## src/rtl/ntt_pkg.sv

```systemverilog
// Shared NTT arithmetic types and constants for modular add/sub units and
// the butterfly schedulers that sequence them.
package ntt_pkg;

    localparam int K       = 8;
    localparam int MOD_LAT = 2;

    typedef logic [K-1:0] word_t;
    typedef logic [K:0]   dword_t;

endpackage

```

## src/rtl/mod_sub_core.sv

```systemverilog
// Combinational modular correction of a borrow-extended difference.
// Shared with the inverse butterfly difference leg.
module mod_sub_core #(
    parameter int K = ntt_pkg::K
) (
    input  logic [K:0]   diff,
    input  logic [K-1:0] q,
    output logic [K-1:0] result
);

    logic [K-1:0] wrapped;

    // A set borrow bit means a < b; adding q (truncated to K bits) lands in [0, q).
    assign wrapped = diff[K-1:0] + q;
    assign result  = diff[K] ? wrapped : diff[K-1:0];

endmodule

```

## src/rtl/mod_subtraction_stream.sv

```systemverilog
// Two-stage streaming (a - b) mod q with valid/ready backpressure and a
// modulus register that only reloads while the pipeline is empty.
module mod_subtraction_stream #(
    parameter int K = ntt_pkg::K
) (
    input  logic         clk,
    input  logic         rst_n,
    input  logic         cfg_valid,
    input  logic [K-1:0] cfg_mod,
    output logic         cfg_ready,
    input  logic         in_valid,
    output logic         in_ready,
    input  logic [K-1:0] a,
    input  logic [K-1:0] b,
    output logic         out_valid,
    input  logic         out_ready,
    output logic [K-1:0] result,
    output logic         busy
);

    logic [K-1:0] mod_reg;
    logic [K:0]   diff_reg;
    logic         s1_v_reg;
    logic         out_valid_reg;
    logic [K-1:0] result_reg;
    logic [K-1:0] result_next;

    logic load_mod;
    logic s2_load;
    logic accept;

    assign cfg_ready = !s1_v_reg && !out_valid_reg;
    assign load_mod  = cfg_valid && cfg_ready;
    assign s2_load   = !out_valid_reg || out_ready;
    // A modulus load takes priority over an operand arriving in the same cycle.
    assign in_ready  = (!s1_v_reg || s2_load) && !load_mod;
    assign accept    = in_valid && in_ready;
    assign busy      = s1_v_reg || out_valid_reg;
    assign out_valid = out_valid_reg;
    assign result    = result_reg;

    mod_sub_core #(.K(K)) u_core (
        .diff   (diff_reg),
        .q      (mod_reg),
        .result (result_next)
    );

    always_ff @(posedge clk or negedge rst_n) begin
        if (!rst_n) begin
            mod_reg <= '0;
        end else if (load_mod) begin
            mod_reg <= cfg_mod;
        end
    end

    always_ff @(posedge clk or negedge rst_n) begin
        if (!rst_n) begin
            s1_v_reg <= 1'b0;
            diff_reg <= '0;
        end else if (accept) begin
            s1_v_reg <= 1'b1;
            diff_reg <= {1'b0, a} - {1'b0, b};
        end else if (s2_load) begin
            s1_v_reg <= 1'b0;
        end
    end

    always_ff @(posedge clk or negedge rst_n) begin
        if (!rst_n) begin
            out_valid_reg <= 1'b0;
            result_reg    <= '0;
        end else if (s2_load) begin
            out_valid_reg <= s1_v_reg;
            if (s1_v_reg) begin
                result_reg <= result_next;
            end
        end
    end

endmodule

```

## config.mk

```make
export PLATFORM = sky130hd
export DESIGN_NAME = mod_subtraction_stream
export DESIGN_NICKNAME = d
export VERILOG_FILES = /design/src/rtl/ntt_pkg.sv /design/src/rtl/mod_sub_core.sv /design/src/rtl/mod_subtraction_stream.sv
export SDC_FILE = /design/constraint.sdc
export NUM_CORES = 1
export LEC_CHECK = 0
export CAP_MARGIN = 0
export CORE_UTILIZATION = 40
export CTS_CLUSTER_DIAMETER = 50
export DETAILED_ROUTE_END_ITERATION = 10
export GPL_TIMING_DRIVEN = 0
export PLACE_DENSITY = 0.65
export SYNTH_ARGS = -nofsm -noshare
export SYNTH_HDL_FRONTEND = slang
export SYNTH_SLANG_ARGS = --single-unit
```

## constraint.sdc

```tcl
create_clock -name clk -period 1.8 [get_ports clk]
set_clock_uncertainty 0.05 [all_clocks]
set_input_delay 0.18 -clock clk [delete_from_list [all_inputs] [get_ports clk]]
set_output_delay 0.18 -clock clk [all_outputs]
set_load 0.01 [all_outputs]
```

---- Word level (Yosys, flattened, before mapping) ----
Cells that the tools add are included.
word-level totals
  output and inout bits ................... 12
  bits of input ports ..................... 29
  bits in registers ....................... 27
  word-level logic and storage cells ...... 22
cells by class
  reductions and logical operators ........ 12
  mux-type cells .......................... 3
  add/sub/neg operators ................... 2
operators by type and width
  kind               count
  $sub 8x8->9        1
  $add 8x8->8        1
  $mux 8             1
  $logic_and 1x1->1  4
  $logic_not 1->1    3
  $logic_or 1x1->1   3
  $mux 1             2
  $reduce_and 2->1   1
  $reduce_bool 2->1  1

---- Logic depth before layout (Yosys ltp) ----
Gate-level depths: netlist of the first run.
  word-level depth ........................ 7
  mapped depth ............................ 9
  depth with buffers taken out ............ 9

---- Hierarchy ----
From an unflattened synthesis of the first run, not the netlist that was laid out.
second synthesis, totals
  cells, all modules ...................... 174
  area, all modules ....................... 1788.0 sq um
modules (own cells, without submodules)
  module                  instances  cells each  area an instance (sq um)
  mod_subtraction_stream  1          119         1355.0
  mod_sub_core            1          55          432.9

---- Least setup slack after synthesis of the first run ----
No wires, ideal clock.
  path type ............................... register to register
  start ................................... register diff_reg[0]
  end ..................................... register result_reg[6], in the netlist result[6]
  required time ........................... 1628 ps
  library setup time ...................... 122 ps
  period minus slack after synthesis ...... 1723 ps
  data arrival time ....................... 1552 ps
  cell stages (with the launch flop) ...... 10
  setup slack ............................. 77 ps
  path through ............................ dfrtp_1 > ha_1 > inv_1 > fa_1 > nor2b_1 > nor3_1 > o21bai_1 > a21oi_1 > mux2i_1 > nand2_1
between the ends
  cells in the longest elaborated chain, start to end .. 2
RTL lines
  item                      RTL line                      text
  start: declaration        mod_subtraction_stream.sv:22  logic [K:0] diff_reg;
  start signal: assignment  mod_subtraction_stream.sv:62  diff_reg <= {1'b0, a} - {1'b0, b};
  $add 8x8->8               mod_sub_core.sv:14            assign wrapped = diff[K-1:0] + q;
  $mux 8                    mod_sub_core.sv:15            assign result = diff[K] ? wrapped : diff[K-1:0];
  end signal: assignment    mod_subtraction_stream.sv:75  result_reg <= result_next;
  end: declaration          mod_subtraction_stream.sv:25  logic [K-1:0] result_reg;
No other way between the ends.
A chain may end at the register's enable or synchronous reset.

---- Worst setup path after layout of the first run ----
  start ................................... register mod_reg[0]
  end ..................................... register result_reg[6], in the netlist result[6]
between the ends
  cells in the longest elaborated chain, start to end .. 2
RTL lines
  item                      RTL line                      text
  start: declaration        mod_subtraction_stream.sv:21  logic [K-1:0] mod_reg;
  start signal: assignment  mod_subtraction_stream.sv:52  mod_reg <= cfg_mod;
  $add 8x8->8               mod_sub_core.sv:14
  $mux 8                    mod_sub_core.sv:15
No other way between the ends.

==> results of run 1 <==
==> layout make-up <==
cell class                      instances  area [um^2]
Multi-Input combinational cell        134         1080
Buffer                                  5         31.3
Fill cell                             333         1620
Inverter                               13         48.8
Clock inverter                          1         5.00
Clock buffer                            3         41.3
Sequential cell                        27          677
Tap cell                               50         62.6
Timing Repair Buffer                   51          493
==> routing by layer <==
metal,up-vias,track usage
met4,0,0.0665
li1,730,-
met2,37,0.374
met5,-,0
met3,8,0.0220
met1,708,0.214
==> worst max-delay path by stage <==
stage / end / slack [ns] / cells after the start / from
after global routing: result[6] / -0.17 / 9 / mod_reg[0]
after CTS: result[6] / -0.05 / 9 / diff_reg[0]
after global placement: diff_reg[8] / -0.50 / 10 / a[0]
after detailed placement: diff_reg[6] / -0.54 / 10 / a[0]
after floorplan: result[6] / 0.08 / 9 / diff_reg[0]
final: result[6] / -0.07 / 9 / mod_reg[0]
==> power by group <==
group	internal (mW)	switching (mW)	total (mW)
registers	0.846	0.189	1.04
clock network	0.155	0.189	0.344
logic	0.990	0.874	1.86
total	1.99	1.25	3.24
==> through the flow <==
stage,setup slack [ns],instance area (um^2),cells
after global routing,-0.168,2440,284
after global placement,-0.504,2180,269
after CTS,-0.0503,2380,282
after floorplan,0.0768,1720,179
final,-0.0720,2440,284
after detailed placement,-0.540,2180,269
==> repair_timing <==
action                     in CTS  in global routing
gates resized for setup        21                 16
setup endpoints to repair       8                  9
buffers inserted                9                  2
gates cloned                    0                  0
pin swaps                      15                 18
==> synthesized netlist by cell type (all sizes together) (4+ instances only) <==
| cell type | number |
|---|---|
| a21oi | 8 |
| dfrtp | 27 |
| ha | 15 |
| inv | 13 |
| mux2 | 8 |
| mux2i | 6 |
| nand2 | 24 |
| nand2b | 4 |
| nor2 | 7 |
| nor2b | 4 |
| nor3 | 4 |
| nor3b | 4 |
| o21ai | 21 |
| xnor2 | 5 |
| xor2 | 4 |
==> worst max-delay path: cells and delay by family, from the launching register on <==
family	cells	cell delay [ns]
fa+ha+maj	2	0.58
compound gates	2	0.27
simple gates	3	0.28
mux	1	0.18
buf+inv	1	0.04
flops	1	0.36
==> kinds of logic after synthesis <==
kind of cell / synth area share
compound gates: 0.153
xor+xnor: 0.0458
flops: 0.393
buf+inv: 0.0466
mux: 0.0873
simple gates: 0.142
fa+ha+maj: 0.132
==> flow_summary.toml, run 1 <==
[route]
drtPass1Iterations = 4
drt_wl_total_mm = 3.97
wl_per_cell_um = 14.0
wl_met2_mm = 2.12
post-route-drc-count = 0
dr_wl_met3_um = 148
drtAntennaViolNets = 0
detail_route.iter0.violations = 60
vias_per_cell = 5.22
vias = 1483
m1WireLength_mm = 1.62
dr.max_layer_used = "met4"

[cts]
ctsRootBufferMaster = "clkbuf_8"
ctsLongestPathBuffers = 2
htreeDepth = 1
clk_latency_ns = 0.27
hold_buffers = 0
cts_made_buffers = 3
clk_transition_reported_paths_ns = 0.09
cts_tree = "yes"
cts_sinks = 27

[grt]
grt_pass1_vias = 1508
grt_pass1_wl_mm = 6.60
antenna_found_initial = 0
track_usage = 0.194
grt_max_degree = 28
overflow = 0

[timing]
worst_pin_slew_ns = 1.16
setup-violations-final = 2
hold_viol = 0
whs_ns = 0.321
finalMaxSlewViolations = 0
min_period_ns = 1.87
finalWorstSetupSlack_ns = -0.0720
slew_headroom = 0.223
tns_ns = -0.115
max_freq_mhz = 534
fin_crit_sh = 1.04
rsz0062_at_grt = "true"

[power]
cellPowerDensity_nw_per_um2 = 1330
finalPower_mw = 3.24
power_leakage_nw = 1.11
vdd_drop_max_v = 0.000530

[critical_path]
r2r-end = "result[6]"
worstPathRequired_ns = 1.92
reg2reg_from = "mod_reg[0]"
r2r_cells = 9
worstSetupPathType = "flop to flop"
ff2ff_setup_slack_ns = -0.07
path_cells = "ha_2 -> inv_2 -> fa_2 -> nor2b_4 -> nor3_4 -> o21bai_2 -> a21oi_2 -> mux2i_1 -> nand2_1"
arrival_ns = 1.99
start_kind = "flop"
crit_path_end_kind = "flop"
slowest_delay_ns = 0.39
crit_fanout = 2
slowest_stage = "fa_2"

[final_layout]
largest_register_ffs = 9
antenna_cells = 0
area_delta_synth_final_pct = 42.0
finalNetCount = 281
finish.utilization = 0.602
layout-drive-gt1-share = 0.218
layout_commonest_cell = "clkdlybuf4s50_1"
mostFrequentLayoutCells = "33 x clkdlybuf4s50_1, 26 x dfrtp_1, 24 x nand2_1"

[run_status]
violations = "negative setup slack"
status = "finished with violations"

[floorplan]
initial_core_util = 0.424
die_x_um = 67.6
die-area_um2 = 4560
ios = 41
rows = 23
die_y_um = 67.6
core_area_um2 = 4060

[synth]
ys_ff_latch = 27
synth_edf_count = 0
syn_nets = 225
synthCells = 179
synth.distinct_cells = 32
synth.area.top_cells = "dfrtp_1 39%, ha_1 11%, o21ai_0 6.1%"
synth.top_cell.area_share = 0.393
yosysTopAreaCell = "dfrtp_1"
synth_area_um2 = 1720
yosys_most_used_dff = "dfrtp_1"
seq_area_frac_synth = 0.393
syn_area_per_cell_um2 = 9.60
postSynth.asyncResetShare = 1.00
yosysWarnings = 0

[worst_hold_path]
hold_depth = 3
hold_path_class = "primary input to flop"
hold_end = "diff_reg[1]"
hp-start = "b[1]"

[placed_design]
dpl.hpwl_mm = 2.94
globalplace.congestion = 0.873
port_buffers = 40

[run]
maxCapViolCount = 0
(Power assumes the default switching activity.)
==> inputs of run 2 (changes only) <==
Settings changed: ABC_CLOCK_PERIOD_IN_PS set to 1800, SLEW_MARGIN set to 20.
==> run 2 against run 1 <==
Against the previous run:
- the run still ends with negative setup slack left
- register-to-register slack hardly changed
- total power is 0.67% lower
- fmax up 0.13%
==> flow_summary.toml, run 2 (same netlist as run 1, synthesis figures left out) <==
[grt]
grt_max_degree = 28
use_met2 = 0.369
grtUsageMet1 = 0.204
grt_pass1_vias = 1501
track_usage = 0.188
overflow = 0
grt_use_met3 = 0.0152
top_usage_layer = "met2"
grt_pass1_wl_mm = 6.47
antenna_found_initial = 0

[critical_path]
start_kind = "flop"
crit_fanout = 2
worstPathRequired_ns = 1.91
crit_path_end_kind = "flop"
arrival_ns = 1.97
worstSetupPathType = "flop to flop"

[cts]
clk_transition_reported_paths_ns = 0.09
cts_tree = "yes"
cts_sinks = 27
clk_latency_ns = 0.27
ctsRootBufferMaster = "clkbuf_8"
htreeDepth = 1
cts_made_buffers = 3
ctsLongestPathBuffers = 2

[timing]
min_period_ns = 1.87
setup-violations-final = 2
max_freq_mhz = 535
rsz0062_at_grt = "true"
worst_pin_slew_ns = 0.609
hold_viol = 0
tns_ns = -0.115
slew_headroom = 0.594
finalWorstSetupSlack_ns = -0.0696
finalMaxSlewViolations = 0
fin_crit_sh = 1.04

[power]
p_switching_mw = 1.24
power_switching_share = 0.385
power_leakage_nw = 1.11
power_frac_comb = 0.570
cellPowerDensity_nw_per_um2 = 1320
vdd_drop_max_v = 0.000519
finalPower_mw = 3.22
seqPwrFrac = 0.323
p_int_mw = 1.98
clkPwrFrac = 0.107

[floorplan]
core_area_um2 = 4060
die_y_um = 67.6
rows = 23
die_x_um = 67.6
ios = 41
die-area_um2 = 4560
initial_core_util = 0.424

[final_layout]
layout-drive-gt1-share = 0.222
largest_register_ffs = 9
finalNetCount = 281
n_fill_cell = 333
layout_commonest_cell = "clkdlybuf4s50_1"
antenna_cells = 0
area_delta_synth_final_pct = 41.9
mostFrequentLayoutCells = "32 x clkdlybuf4s50_1, 26 x dfrtp_1, 24 x nand2_1"

[route]
detail_route.iter0.violations = 54
post-route-drc-count = 0
vias = 1486
wl_per_cell_um = 14.0
drt_wl_total_mm = 3.98
drtPass1Iterations = 4
drtAntennaViolNets = 0
vias_per_cell = 5.23

[run_status]
violations = "negative setup slack"
status = "finished with violations"

[worst_hold_path]
hold_path_class = "primary input to flop"

[placed_design]
port_buffers = 40
dpl.hpwl_mm = 2.90
globalplace.congestion = 0.873

[run]
maxCapViolCount = 0
## run 2: layout make-up
class / instances / area (um^2) / share of cell area
inverter: 13 / 48.8 / 0.0200
buffer: 5 / 31.3 / 0.0128
tap: 50 / 62.6 / 0.0256
clock buffer: 3 / 41.3 / 0.0169
timing repair buffer: 51 / 487 / 0.199
clock inverter: 1 / 5.00 / 0.00205
sequential: 27 / 677 / 0.277
multi-input combinational: 134 / 1090 / 0.446
## run 2: power groups by stage
stage | Sequential (mW) | Clock, mW | Combinational (mW)
final | 1.04 | 0.345 | 1.84
after global routing | 1.07 | 0.377 | 2.04
after CTS | 1.03 | 0.356 | 1.70
after detailed placement | 1.03 | 0 | 1.52
after global placement | 1.02 | 0 | 1.45
after floorplan | 1.02 | 0 | 0.992
## run 2: stage by stage
stage / instances / hold slack (ns) / setup WS, ns / area (um^2) / util
6_report: 284 / 0.320 / -0.0696 / 2440 / 0.601
5_1_grt: 284 / 0.356 / -0.185 / 2440 / 0.601
4_1_cts: 283 / 0.329 / -0.0518 / 2380 / 0.586
3_5_place_dp: 269 / 0.169 / -0.533 / 2180 / 0.537
3_3_place_gp: 269 / 0.417 / -0.504 / 2180 / 0.538
2_1_floorplan: 179 / -0.166 / 0.0768 / 1720 / -
## run 2: layer usage
layer  part of all wire  up-vias  wire length (um)
met1               0.40      702              1590
met5                  0        -                 0
met4              0.026        0               102
li1                   -      732                 -
met2               0.54       42              2140
met3              0.037       10               148
## run 2: path summary, 6_finish.rpt
path | start | endpoint | slack (ns) | cells past startpoint
max | mod_reg[0] | result[7] | -0.07 | 8
min | b[1] | diff_reg[1] | 0.32 | 3
max reg2reg | mod_reg[0] | result[7] | -0.07 | 8
min reg2reg | result[0] | result[0] | 0.45 | 2
max in group asynchronous | rst_n | s1_v_reg | 0.89 | 2
min in group asynchronous | rst_n | out_valid | 0.39 | 2
## run 2: what timing repair did
action | CTS | global route
pin swaps | 16 | 16
cloned | 0 | 0
buffers inserted | 9 | 1
endpoints found under the hold margin | 27 | 0
hold buffers | 1 | 0
setup endpoints to repair | 8 | 8
gates resized for setup | 21 | 18
## run 2: worst max-delay path, stage by stage, from the launching register on
cell and delay (ns):
dfrtp_1 0.40, ha_2 0.19, buf_4 0.14, a211oi_2 0.25, o211ai_1 0.22, a21o_1 0.23, nand3_2 0.07, xor2_1 0.14
o21ai_1 0.07
